--- config.mk ---
export PLATFORM = sky130hd
export DESIGN_NAME = bank_biu_linefill
export DESIGN_NICKNAME = d
export VERILOG_FILES = /design/src/rtl/bank_biu_linefill.sv
export SDC_FILE = /design/constraint.sdc
export NUM_CORES = 1
export LEC_CHECK = 0
export CELL_PAD_IN_SITES_DETAIL_PLACEMENT = 1
export CELL_PAD_IN_SITES_GLOBAL_PLACEMENT = 2
export CORE_ASPECT_RATIO = 1.5
export CORE_UTILIZATION = 32
export CTS_CLUSTER_SIZE = 14
export DETAILED_ROUTE_END_ITERATION = 16
export HOLD_SLACK_MARGIN = 0.03
export PLACE_DENSITY_LB_ADDON = 0.1
export SETUP_SLACK_MARGIN = 0.4
export SYNTH_ARGS = -nofsm -noshare
export SYNTH_HDL_FRONTEND = slang
export SYNTH_SLANG_ARGS = --single-unit
--- constraint.sdc ---
create_clock -name clk_i -period 3 [get_ports clk_i]
set_clock_uncertainty 0.15 [all_clocks]
set_input_delay 0.6 -clock clk_i [delete_from_list [all_inputs] [get_ports clk_i]]
set_output_delay 0.6 -clock clk_i [all_outputs]
set_load 0.01 [all_outputs]
--- src/rtl/bank_biu_linefill.sv ---
// Linefill bus interface unit.
// Queues HTU linefill requests and issues them as two-beat AXI read bursts.
// Incoming R beats are assembled into 256-bit lines and handed to the ISU.
module bank_biu_linefill #(
  parameter int FIFO_DEPTH = 4,
  parameter int MAX_OUTST  = 8
) (
  input  logic         clk_i,
  input  logic         rst_i,
  input  logic         htu_lf_valid_i,
  output logic         htu_lf_ready_o,
  input  logic [2:0]   htu_lf_set_i,
  input  logic [2:0]   htu_lf_way_i,
  input  logic [31:0]  htu_lf_addr_i,
  output logic         axi_arvalid_o,
  input  logic         axi_arready_i,
  output logic [31:0]  axi_araddr_o,
  output logic [5:0]   axi_arid_o,
  output logic [7:0]   axi_arlen_o,
  output logic [2:0]   axi_arsize_o,
  input  logic         axi_rvalid_i,
  output logic         axi_rready_o,
  input  logic [127:0] axi_rdata_i,
  input  logic [5:0]   axi_rid_i,
  input  logic         axi_rlast_i,
  input  logic [1:0]   axi_rresp_i,
  output logic         biu_isu_rvalid_o,
  input  logic         biu_isu_rready_i,
  output logic [255:0] biu_isu_rdata_o,
  output logic [5:0]   biu_isu_rid_o,
  output logic         err_o
);

  localparam int AW = $clog2(FIFO_DEPTH);
  localparam logic [3:0] MAX_CNT = 4'(MAX_OUTST);

  typedef enum logic [1:0] {R_BEAT0, R_BEAT1, R_OUT} r_state_t;

  typedef struct packed {
    logic [26:0] line;
    logic [5:0]  id;
  } ar_entry_t;

  // ---------------------------------------------------------------------------
  // AR request queue
  // ---------------------------------------------------------------------------
  ar_entry_t   mem [FIFO_DEPTH];
  logic [AW:0] wr_ptr;
  logic [AW:0] rd_ptr;
  logic        q_empty;
  logic        q_full;
  logic        push;
  logic        pop;
  ar_entry_t   head;
  ar_entry_t   entry_in;
  logic [3:0]  outst_cnt;
  logic        isu_hs;

  assign q_empty  = (wr_ptr == rd_ptr);
  assign q_full   = (wr_ptr[AW] != rd_ptr[AW]) && (wr_ptr[AW-1:0] == rd_ptr[AW-1:0]);

  // Gated with reset so the HTU sees no acceptance while the block is held.
  assign htu_lf_ready_o = rst_i & ~q_full & (outst_cnt < MAX_CNT);
  assign push     = htu_lf_valid_i & htu_lf_ready_o;
  assign pop      = axi_arvalid_o & axi_arready_i;
  assign entry_in = '{line: htu_lf_addr_i[31:5], id: {htu_lf_set_i, htu_lf_way_i}};

  // Offset bits of the request address are dropped by design.
  logic unused_addr_bits;
  assign unused_addr_bits = ^htu_lf_addr_i[4:0];

  // Queue storage write; the head slot never changes while it is being offered.
  // NOTE: storage has no reset -- validity is tracked by the pointers alone.
  always_ff @(posedge clk_i) begin
    if (push) mem[wr_ptr[AW-1:0]] <= entry_in;
  end

  // Queue pointers with an extra wrap bit for full/empty detection.
  // NOTE: sequential state uses non-blocking assignments only, so every flop
  // samples pre-edge values regardless of block ordering.
  always_ff @(posedge clk_i or negedge rst_i) begin
    if (!rst_i) begin
      wr_ptr <= '0;
      rd_ptr <= '0;
    end else begin
      if (push) wr_ptr <= wr_ptr + {{AW{1'b0}}, 1'b1};
      if (pop)  rd_ptr <= rd_ptr + {{AW{1'b0}}, 1'b1};
    end
  end

  assign head          = mem[rd_ptr[AW-1:0]];
  assign axi_arvalid_o = ~q_empty;
  assign axi_araddr_o  = {head.line, 5'b0};
  assign axi_arid_o    = head.id;
  assign axi_arlen_o   = 8'd1;
  assign axi_arsize_o  = 3'd4;

  // ---------------------------------------------------------------------------
  // Outstanding linefill counter
  // ---------------------------------------------------------------------------
  assign isu_hs = biu_isu_rvalid_o & biu_isu_rready_i;

  // Count accepted requests until their line is handed to the ISU; saturate at 0.
  always_ff @(posedge clk_i or negedge rst_i) begin
    if (!rst_i) begin
      outst_cnt <= '0;
    end else if (push && !isu_hs) begin
      outst_cnt <= outst_cnt + 4'd1;
    end else if (!push && isu_hs && (outst_cnt != 4'd0)) begin
      outst_cnt <= outst_cnt - 4'd1;
    end
  end

  // ---------------------------------------------------------------------------
  // R beat assembly
  // ---------------------------------------------------------------------------
  r_state_t       state;
  r_state_t       state_nxt;
  logic [255:0]   line_q;
  logic [5:0]     rid_q;
  logic           beat_hs;
  logic           beat_err;

  // Assembly state register.
  always_ff @(posedge clk_i or negedge rst_i) begin
    if (!rst_i) state <= R_BEAT0;
    else        state <= state_nxt;
  end

  // Next-state and handshake outputs of the assembly FSM.
  // NOTE: every output gets a default first so no path can infer a latch.
  always_comb begin
    state_nxt        = state;
    axi_rready_o     = 1'b0;
    biu_isu_rvalid_o = 1'b0;
    case (state)
      R_BEAT0: begin
        axi_rready_o = 1'b1;
        if (axi_rvalid_i) state_nxt = R_BEAT1;
      end
      R_BEAT1: begin
        axi_rready_o = 1'b1;
        if (axi_rvalid_i) state_nxt = R_OUT;
      end
      R_OUT: begin
        biu_isu_rvalid_o = 1'b1;
        if (biu_isu_rready_i) state_nxt = R_BEAT0;
      end
      default: state_nxt = R_BEAT0;
    endcase
  end

  assign beat_hs = axi_rvalid_i & axi_rready_o;

  // Capture beat data: low half with the id on beat 0, high half on beat 1.
  always_ff @(posedge clk_i or negedge rst_i) begin
    if (!rst_i) begin
      line_q <= '0;
      rid_q  <= '0;
    end else if (beat_hs) begin
      if (state == R_BEAT0) begin
        line_q[127:0] <= axi_rdata_i;
        rid_q         <= axi_rid_i;
      end else begin
        line_q[255:128] <= axi_rdata_i;
      end
    end
  end

  assign biu_isu_rdata_o = line_q;
  assign biu_isu_rid_o   = rid_q;

  // Protocol violations on a beat; the line is still delivered.
  assign beat_err = beat_hs &&
                    ((axi_rresp_i != 2'b00) ||
                     ((state == R_BEAT0) && axi_rlast_i) ||
                     ((state == R_BEAT1) && (!axi_rlast_i || (axi_rid_i != rid_q))));

  // Sticky error flag: beat violations or an ISU handshake with nothing in flight.
  always_ff @(posedge clk_i or negedge rst_i) begin
    if (!rst_i) begin
      err_o <= 1'b0;
    end else if (beat_err || (isu_hs && (outst_cnt == 4'd0))) begin
      err_o <= 1'b1;
    end
  end

endmodule

Word level (Yosys, flattened, before mapping)
Memories as Yosys holds them, arrays and structs flattened.
Cells that the tools add are included.
{ "totals": {"ff_bits": 275, "wordCells": 66, "ramBits": 132, "mem_count": 1} }
{ "mem_list": {"columns": ["memory", "depth", "width", "read_ports", "rd_clocked_by_memory_dff", "write_ports", "line_no", "rtl"], "rows": [
  ["mem", 4, 33, 1, 0, 1, "47", "ar_entry_t mem [FIFO_DEPTH];"]
]} }
{ "classes": {"reduce_logical": 24, "n_mux": 10, "add_sub_neg": 4, "bitwise_logic": 9, "eq_ne": 9, "order_cmp": 1} }
{ "ops": {"columns": ["cell", "n"], "rows": [
  ["$logic_and A1 B1 Y1", 8],
  ["$mux W4", 2],
  ["$add A3 B1 Y3 const B", 2],
  ["$and A1 B1 Y1", 6],
  ["$mux W2", 3],
  ["$ne A2 B2 Y1 const B", 3],
  ["$ne A6 B6 Y1", 1],
  ["$pmux W2 S3", 1],
  ["$add A4 B1 Y4 const B", 1],
  ["$logic_not A4 Y1", 1],
  ["$logic_or A1 B1 Y1", 4],
  ["$lt A4 B4 Y1 const B", 1],
  ["$mux W1", 4],
  ["$reduce_and A2 Y1", 2],
  ["$reduce_bool A2 Y1", 2],
  ["$reduce_bool A4 Y1", 1],
  ["$sub A4 B1 Y4 const B", 1],
  ["$eq A3 B3 Y1", 1],
  ["$logic_not A1 Y1", 3],
  ["$not A1 Y1", 3],
  ["$reduce_and A3 Y1", 1],
  ["$eq A2 B1 Y1 const B", 1],
  ["$eq A2 B2 Y1", 1],
  ["$eq A2 B2 Y1 const B", 1],
  ["other kinds (3)", 3]
]} }

Depth between registers and ports, before layout
Gate-level depths: netlist of the first run.
{ "depth": {"ltp_word": 11, "depth_mapped": 10, "mapped_depth_nobuf": 8} }

Least setup slack after synthesis of the first run
Ideal clock, no wire load.
{ "synth_timing": {"path_type": "input to register", "start": "in rst_i", "end": "mem mem[3][0] (netlist name), enable pin", "required_time_ps": 2455, "path_stages": 4, "setup_ps": 395, "slack_ps": 565, "arrival_time_ps": 1890, "cell_sequence": "nand3b_1 -> a31oi_2 -> buf_6 -> and2_1"} }
{ "synth_between": {"elab_chain_len": 5} }
{ "synth_rtl": {"columns": ["item", "line_no", "rtl"], "rows": [
  ["from (decl)", "9", "input logic rst_i,"],
  ["$and A1 B1 Y1 (2 in a row)", "63", "assign htu_lf_ready_o = rst_i & ~q_full & (outst_cnt < MAX_CNT);"],
  ["$and A1 B1 Y1", "64", "assign push = htu_lf_valid_i & htu_lf_ready_o;"],
  ["$mux W1", "75", "if (push) mem[wr_ptr[AW-1:0]] <= entry_in;"],
  ["$mux W1 (not written as such)", "75", null],
  ["to (decl)", "47", null]
]} }
No other way between the ends.

Final worst setup path of the first run
{ "layout_timing": {"start": "reg rd_ptr[0]", "end": "out axi_araddr_o[25]"} }
{ "layout_between": {"elab_chain_len": 1} }
{ "layout_rtl": {"columns": ["item", "line_no", "rtl"], "rows": [
  ["from (decl)", "49", "logic [AW:0] rd_ptr;"],
  ["from (signal assigned)", "87", "if (pop) rd_ptr <= rd_ptr + {{AW{1'b0}}, 1'b1};"],
  ["$mem_v2 Z4 W33", null, null],
  ["to (decl)", "17", "output logic [31:0] axi_araddr_o,"]
]} }
No other way between the ends.

==> results of run 1 <==
## path summary, 6_finish.rpt
check                                       end  depth (start not counted)  slack [ps]                start
hold reg to reg             biu_isu_rdata_o[73]                          1         340  biu_isu_rdata_o[73]
setup / recovery               axi_araddr_o[25]                          5         220            rd_ptr[0]
setup reg to reg                   outst_cnt[3]                          9         630            rd_ptr[0]
max in group asynchronous  biu_isu_rdata_o[119]                          3        1220                rst_i
hold / removal                        wr_ptr[1]                          2          30                rst_i
min in group clk_i          biu_isu_rdata_o[73]                          1         340  biu_isu_rdata_o[73]
## cell usage in the layout (no fill, tap or decap), drive strengths merged
| master | count |
|---|---|
| mux4 | 33 |
| diode | 7 |
| a21oi | 2 |
| a31o | 1 |
| o31ai | 1 |
| nand4 | 1 |
| mux2i | 2 |
| o41ai | 1 |
| nor2b | 2 |
| xnor2 | 10 |
| a21o | 2 |
| and2 | 5 |
| bufinv | 2 |
| edfxtp | 132 |
| o21ai | 2 |
| o221ai | 1 |
| fa | 1 |
| or3 | 1 |
| xor2 | 6 |
| a2111oi | 1 |
| inv | 6 |
| clkinv | 19 |
| dlygate4sd2 | 1 |
| nand3b | 3 |
| mux2 | 265 |
| nand3 | 2 |
| ha | 7 |
| nor4 | 1 |
| nand2 | 4 |
| dfrtp | 275 |
| buf | 78 |
| conb | 16 |
| nor2 | 3 |
| clkbuf | 55 |
| a311oi | 1 |
| a31oi | 1 |
| clkdlybuf4s50 | 438 |
## worst max-delay path, cell delays in order, from the launching register on
cell,delay (ps)
dfrtp_2,470
buf_12,140
buf_16,100
buf_12,130
mux4_2,520
buf_6,140
## cell type report
cell class	instances	area [um2]	area share, %
flip-flops and latches	407	10800	47.7
multi-input cells	375	4330	19.0
repair buffers	518	5430	23.9
clock buffers	54	1210	5.32
well taps	600	751	3.30
diodes	7	17.5	0.0770
inverters	5	18.8	0.0825
clock inverters	22	153	0.671
## registers in the layout, summed over array words and instances, names as in the netlist
name             cells
biu_isu_rdata_o    256
biu_isu_rid_o        6
err_o                1
mem                132
outst_cnt            4
rd_ptr               3
state                2
wr_ptr               3
## per-stage QoR
stage	hold WS [ps]	area [um2]	setup slack, ps	utilization [%]
3_3_place_gp	319	21100	189	44.1
2_1_floorplan	154	15500	565	-
5_1_grt	169	22700	130	47.7
3_5_place_dp	329	21100	168	44.1
6_report	27.5	22800	218	47.7
4_1_cts	122	22600	163	47.4
## where the power goes
part           total [mW]  internal, mW  switching [mW]  leakage (nW)
Combinational        11.1          6.66            4.46          3.81
Clock                5.22          3.01            2.21         0.681
Sequential           8.90          7.79            1.12          4.42
Total                25.2          17.5            7.78          8.91
## logic make-up after synthesis
group | Yosys count
mux | 300
other cells | 2
fa+ha+maj | 8
buf+inv | 59
flops | 407
xor+xnor | 16
simple gates | 22
compound gates | 13
## routing by layer
metal  vias up  wire (um)  global-route usage (%)  share of wire (%)
met5         -        107                       0               0.23
met3        79       4100                    7.62                9.0
met4        18       1340                    6.76                2.9
li1       4078          -                       -                  -
met2       308      24300                    33.0                 53
met1      4765      15900                    19.8                 35
## timing repair
action,in CTS,in global routing
gates resized for setup,169,25
gates cloned,2,1
setup endpoints to repair,36,35
hold endpoints to repair,0,0
buffers inserted,15,2
==> results.py, run 1 <==
metrics = {
    "critical_path": {
        "cp-start-kind": "register",
        "cp-end-kind": "output pin",
        "worstPathMaxFanout": 7,
        "arrival_ps": 2030,
        "crit_type": "reg -> out",
        "worstPathRequired_ps": 2250,
    },
    "synth": {
        "synth-xor-area-share_pct": 1.00,
        "yosysWarnings": 0,
        "ys.flop_type": "dfrtp_1",
        "syn_area_um2": 15500,
        "yosys.area.top_type": "dfrtp_1",
        "synthAdderAreaFrac_pct": 0.695,
        "synth.area.mux_share_pct": 24.2,
        "synth-compound-area-share_pct": 0.679,
        "synth-seq-area-share_pct": 70.1,
        "synthTopCellsByCount": "dfrtp_1 (275), mux2_2 (260), edfxtp_1 (132)",
        "synth.most_common_cell": "dfrtp_1",
        "synth_top_family_by_area": "multiplexers",
        "synth-simple-area-share_pct": 0.784,
        "synthCells": 827,
        "synth_edf_count": 132,
        "ys_top_cells_by_area": "dfrtp_1 (44%), edfxtp_1 (26%), mux2_2 (19%)",
        "ys_ff_latch": 407,
        "syn_area_per_cell_um2": 18.7,
        "async_flop_share_pct": 67.6,
        "post_synth_num_cell_types": 37,
        "synth_top_area_share_pct": 44.5,
    },
    "finish": {
        "area_growth_pct": 47.0,
        "nets": 1539,
        "drive_gt1_share_pct": 32.5,
        "nFillCells": 4567,
        "final_cells": 1988,
    },
    "placed_design": {
        "dpl.hpwl_um": 32000,
        "gp_congestion": 0.768,
        "port_buffers": 475,
        "dp_cells": 1885,
    },
    "die": {
        "die-height_um": 271,
        "rows": 98,
        "initial_core_util_pct": 32.4,
        "die_area_um2": 49300,
        "io_pins": 497,
        "core_um2": 47700,
        "die_x_um": 182,
    },
    "detailed_routing": {
        "firstDrtPassIters": 4,
        "wirelength_um": 45800,
        "vias_per_cell": 4.65,
        "drc": 0,
        "num_vias": 9248,
        "dr.first_iter.drc_count": 321,
        "drtAntennaViolNets": 0,
        "wl_per_cell_um": 23.0,
    },
    "clocking": {
        "cts-root-buf": "clkbuf_16",
        "cts.hold.buffers_added": 0,
        "clk_pin_slew_ps": 60,
        "clockBufferDepth": 3,
        "cts_sinks": 407,
        "clk_latency_ps": 540,
        "cts_tree": "yes",
        "numCtsBuffers": 43,
        "h-tree-depth": 2,
    },
    "power": {
        "leakagePower_nw": 8.91,
        "cellPowerDensity_nw_per_um2": 1110,
        "fin_total_pwr_mw": 25.2,
        "irDropWorstVdd_v": 0.000543,
    },
    "sta": {
        "tightest_slew_ps": 971,
        "period_share_pct": 92.7,
        "fin_tns_setup_ps": 0,
        "rsz0062_at_grt": "true",
        "slew_violations": 0,
        "fin_crit_ps": 2780,
        "clock.fmax_mhz": 359,
        "relSlewSlack_pct": 35.3,
        "hold_viol_final": 0,
        "setup_viol": 0,
    },
    "global_route": {
        "antenna_found_initial": 16,
        "grt_pass1_vias": 10400,
        "grt_max_degree": 158,
        "globalRouteOverflowTotal": 0,
        "grt_pass1_wl_um": 68400,
        "grt.total_usage_pct": 18.7,
    },
    "run": {
        "cap_violations": 0,
    },
    "outcome": {
        "status": "finished, final reports clean",
    },
    "min_path": {
        "hold_class": "in -> async",
    },
}
No activity file was read; power rests on OpenSTA's default activity.
==> run 2, diff against run 1 <==
GPL_ROUTABILITY_DRIVEN = 0   (was unset)
==> results of run 2 <==
No change in the layout: final DEF, timing and power equal those of run 1.
==> run 3, diff against run 2 <==
CTS_CLUSTER_SIZE = 24   (was 14)
==> run 3 against run 2 <==
- final area grew 0.60%
- clock power up 8.0%
- critical path type unchanged
- power increased by 1.7%
- routed wire length is 0.31% higher
- core utilization increased by 0.29 points
- non-clock buffer count unchanged
- worst hold slack improved by 25 ps
- global-route usage increased by 0.067 points
- sequential power barely moved
- sequential share of layout area down 0.28 points
- flip-flop and latch count unchanged
- via count up 0.14%
==> results.py, run 3 (synthesized netlist as in run 1, its figures left out) <==
metrics = {
    "detailed_routing": {
        "vias_per_cell": 4.65,
        "drc": 0,
        "drtAntennaViolNets": 0,
        "dr.first_iter.drc_count": 302,
        "num_vias": 9261,
        "wirelength_um": 45900,
        "firstDrtPassIters": 4,
        "wl_per_cell_um": 23.1,
    },
    "global_route": {
        "grt_pass1_wl_um": 68700,
        "antenna_found_initial": 14,
        "grt_max_degree": 158,
        "grt.total_usage_pct": 18.7,
        "grt_pass1_vias": 10500,
        "globalRouteOverflowTotal": 0,
    },
    "die": {
        "die-height_um": 271,
        "io_pins": 497,
        "initial_core_util_pct": 32.4,
        "rows": 98,
        "die_area_um2": 49300,
        "die_x_um": 182,
        "core_um2": 47700,
    },
    "critical_path": {
        "r2r_cells": 9,
        "cp-end-kind": "output pin",
        "arrival_ps": 2030,
        "worst_path_most_repeated_cell": "buf_12",
        "cp.buffers_inverters": 4,
        "critical_path.top_delay_family": "multiplexers",
        "worstPathMaxFanout": 7,
        "critical_path_cell_count": 5,
        "crit_type": "reg -> out",
        "cp-start-kind": "register",
        "crit_slowest_cell": "mux4_2",
        "worstPathRequired_ps": 2250,
        "path_cells": "buf_12 -> buf_16 -> buf_12 -> mux4_2 -> buf_6",
        "cp_slowest_stage_delay_ps": 520,
    },
    "placed_design": {
        "port_buffers": 475,
        "dpl.hpwl_um": 32000,
        "placed_area_um2": 21100,
    },
    "clocking": {
        "cts-root-buf": "clkbuf_16",
        "cts.hold.buffers_added": 0,
        "h-tree-depth": 2,
        "clk_latency_ps": 540,
        "cts_tree": "yes",
        "cts_sinks": 407,
        "clockBufferDepth": 3,
        "numCtsBuffers": 43,
        "clk_pin_slew_ps": 60,
    },
    "finish": {
        "area_growth_pct": 47.9,
        "largest_reg_flops": 256,
        "seqCellArea_um2": 10800,
        "most-common-layout-cells": "clkdlybuf4s50_1 (438), dfrtp_1 (273), mux2_2 (260)",
        "nets": 1539,
        "multi_input_area_um2": 4330,
        "drive_gt1_share_pct": 33.2,
        "final_area_um2": 22900,
        "final_util_pct": 48.0,
        "nFillCells": 4559,
        "final_common_cell": "clkdlybuf4s50_1",
    },
    "sta": {
        "fin_crit_ps": 2780,
        "fin_tns_setup_ps": 0,
        "relSlewSlack_pct": 37.1,
        "slew_violations": 0,
        "rsz0062_at_grt": "true",
        "clock.fmax_mhz": 360,
        "period_share_pct": 92.6,
        "setup_viol": 0,
        "tightest_slew_ps": 943,
        "hold_viol_final": 0,
    },
    "min_path": {
        "hold_class": "in -> async",
    },
    "power": {
        "irDropWorstVdd_v": 0.000646,
        "leakagePower_nw": 8.99,
        "fin_total_pwr_mw": 25.7,
        "cellPowerDensity_nw_per_um2": 1120,
    },
    "outcome": {
        "status": "finished, final reports clean",
    },
    "run": {
        "cap_violations": 0,
    },
}
[run 3: cell types whose count changed in the layout (fill, tap and decap cells not counted), sizes merged]
cell / before / now
diode: 7 / 6
bufinv: 2 / 5
clkinv: 19 / 16
buf: 78 / 77
clkbuf: 55 / 60
inv: 6 / 5
[run 3: layout make-up]
cell class                      instances  share of cell area (%)
Sequential cell                       407                    47.4
Clock buffer                           58                    5.57
Multi-Input combinational cell        375                    18.9
Antenna cell                            6                  0.0656
Timing Repair Buffer                  518                    23.7
Clock inverter                         21                   0.989
Inverter                                5                  0.0820
Tap cell                              600                    3.28
[run 3: what timing repair did]
item	CTS	global route
setup buffers	15	2
gates resized for setup	168	25
gates cloned	2	1
endpoints found under the setup margin	36	35
[run 3: final timing paths]
| kind | to | slack (ps) | start |
|---|---|---|---|
| min | wr_ptr[1] | 50 | rst_i |
| min in group clk_i | biu_isu_rdata_o[73] | 330 | biu_isu_rdata_o[73] |
| max in group asynchronous | biu_isu_rdata_o[250] | 1240 | rst_i |
| min reg2reg | biu_isu_rdata_o[73] | 330 | biu_isu_rdata_o[73] |
| max reg2reg | outst_cnt[3] | 620 | rd_ptr[0] |
| max | axi_araddr_o[25] | 220 | rd_ptr[0] |
[run 3: metal layers]
layer	track usage (%)	vias up	wire, um
li1	-	4070	-
met1	20.0	4785	16200
met2	33.5	307	24500
met3	7.39	83	3930
met4	6.07	16	1240
met5	0	-	103
[run 3: metrics by stage]
stage | setup slack, ps | std cells | hold WS, ps
3_5_place_dp | 168 | 1885 | 329
5_1_grt | 133 | 1987 | 109
3_3_place_gp | 189 | 1885 | 319
6_report | 221 | 1990 | 52.2
4_1_cts | 167 | 1981 | 125
2_1_floorplan | 565 | 841 | 154
[run 3: where the power goes]
part	internal, mW	switching, mW	leakage (nW)
Combinational	6.66	4.48	3.81
Clock	3.40	2.23	0.756
Sequential	7.79	1.12	4.42
Total	17.8	7.83	8.99
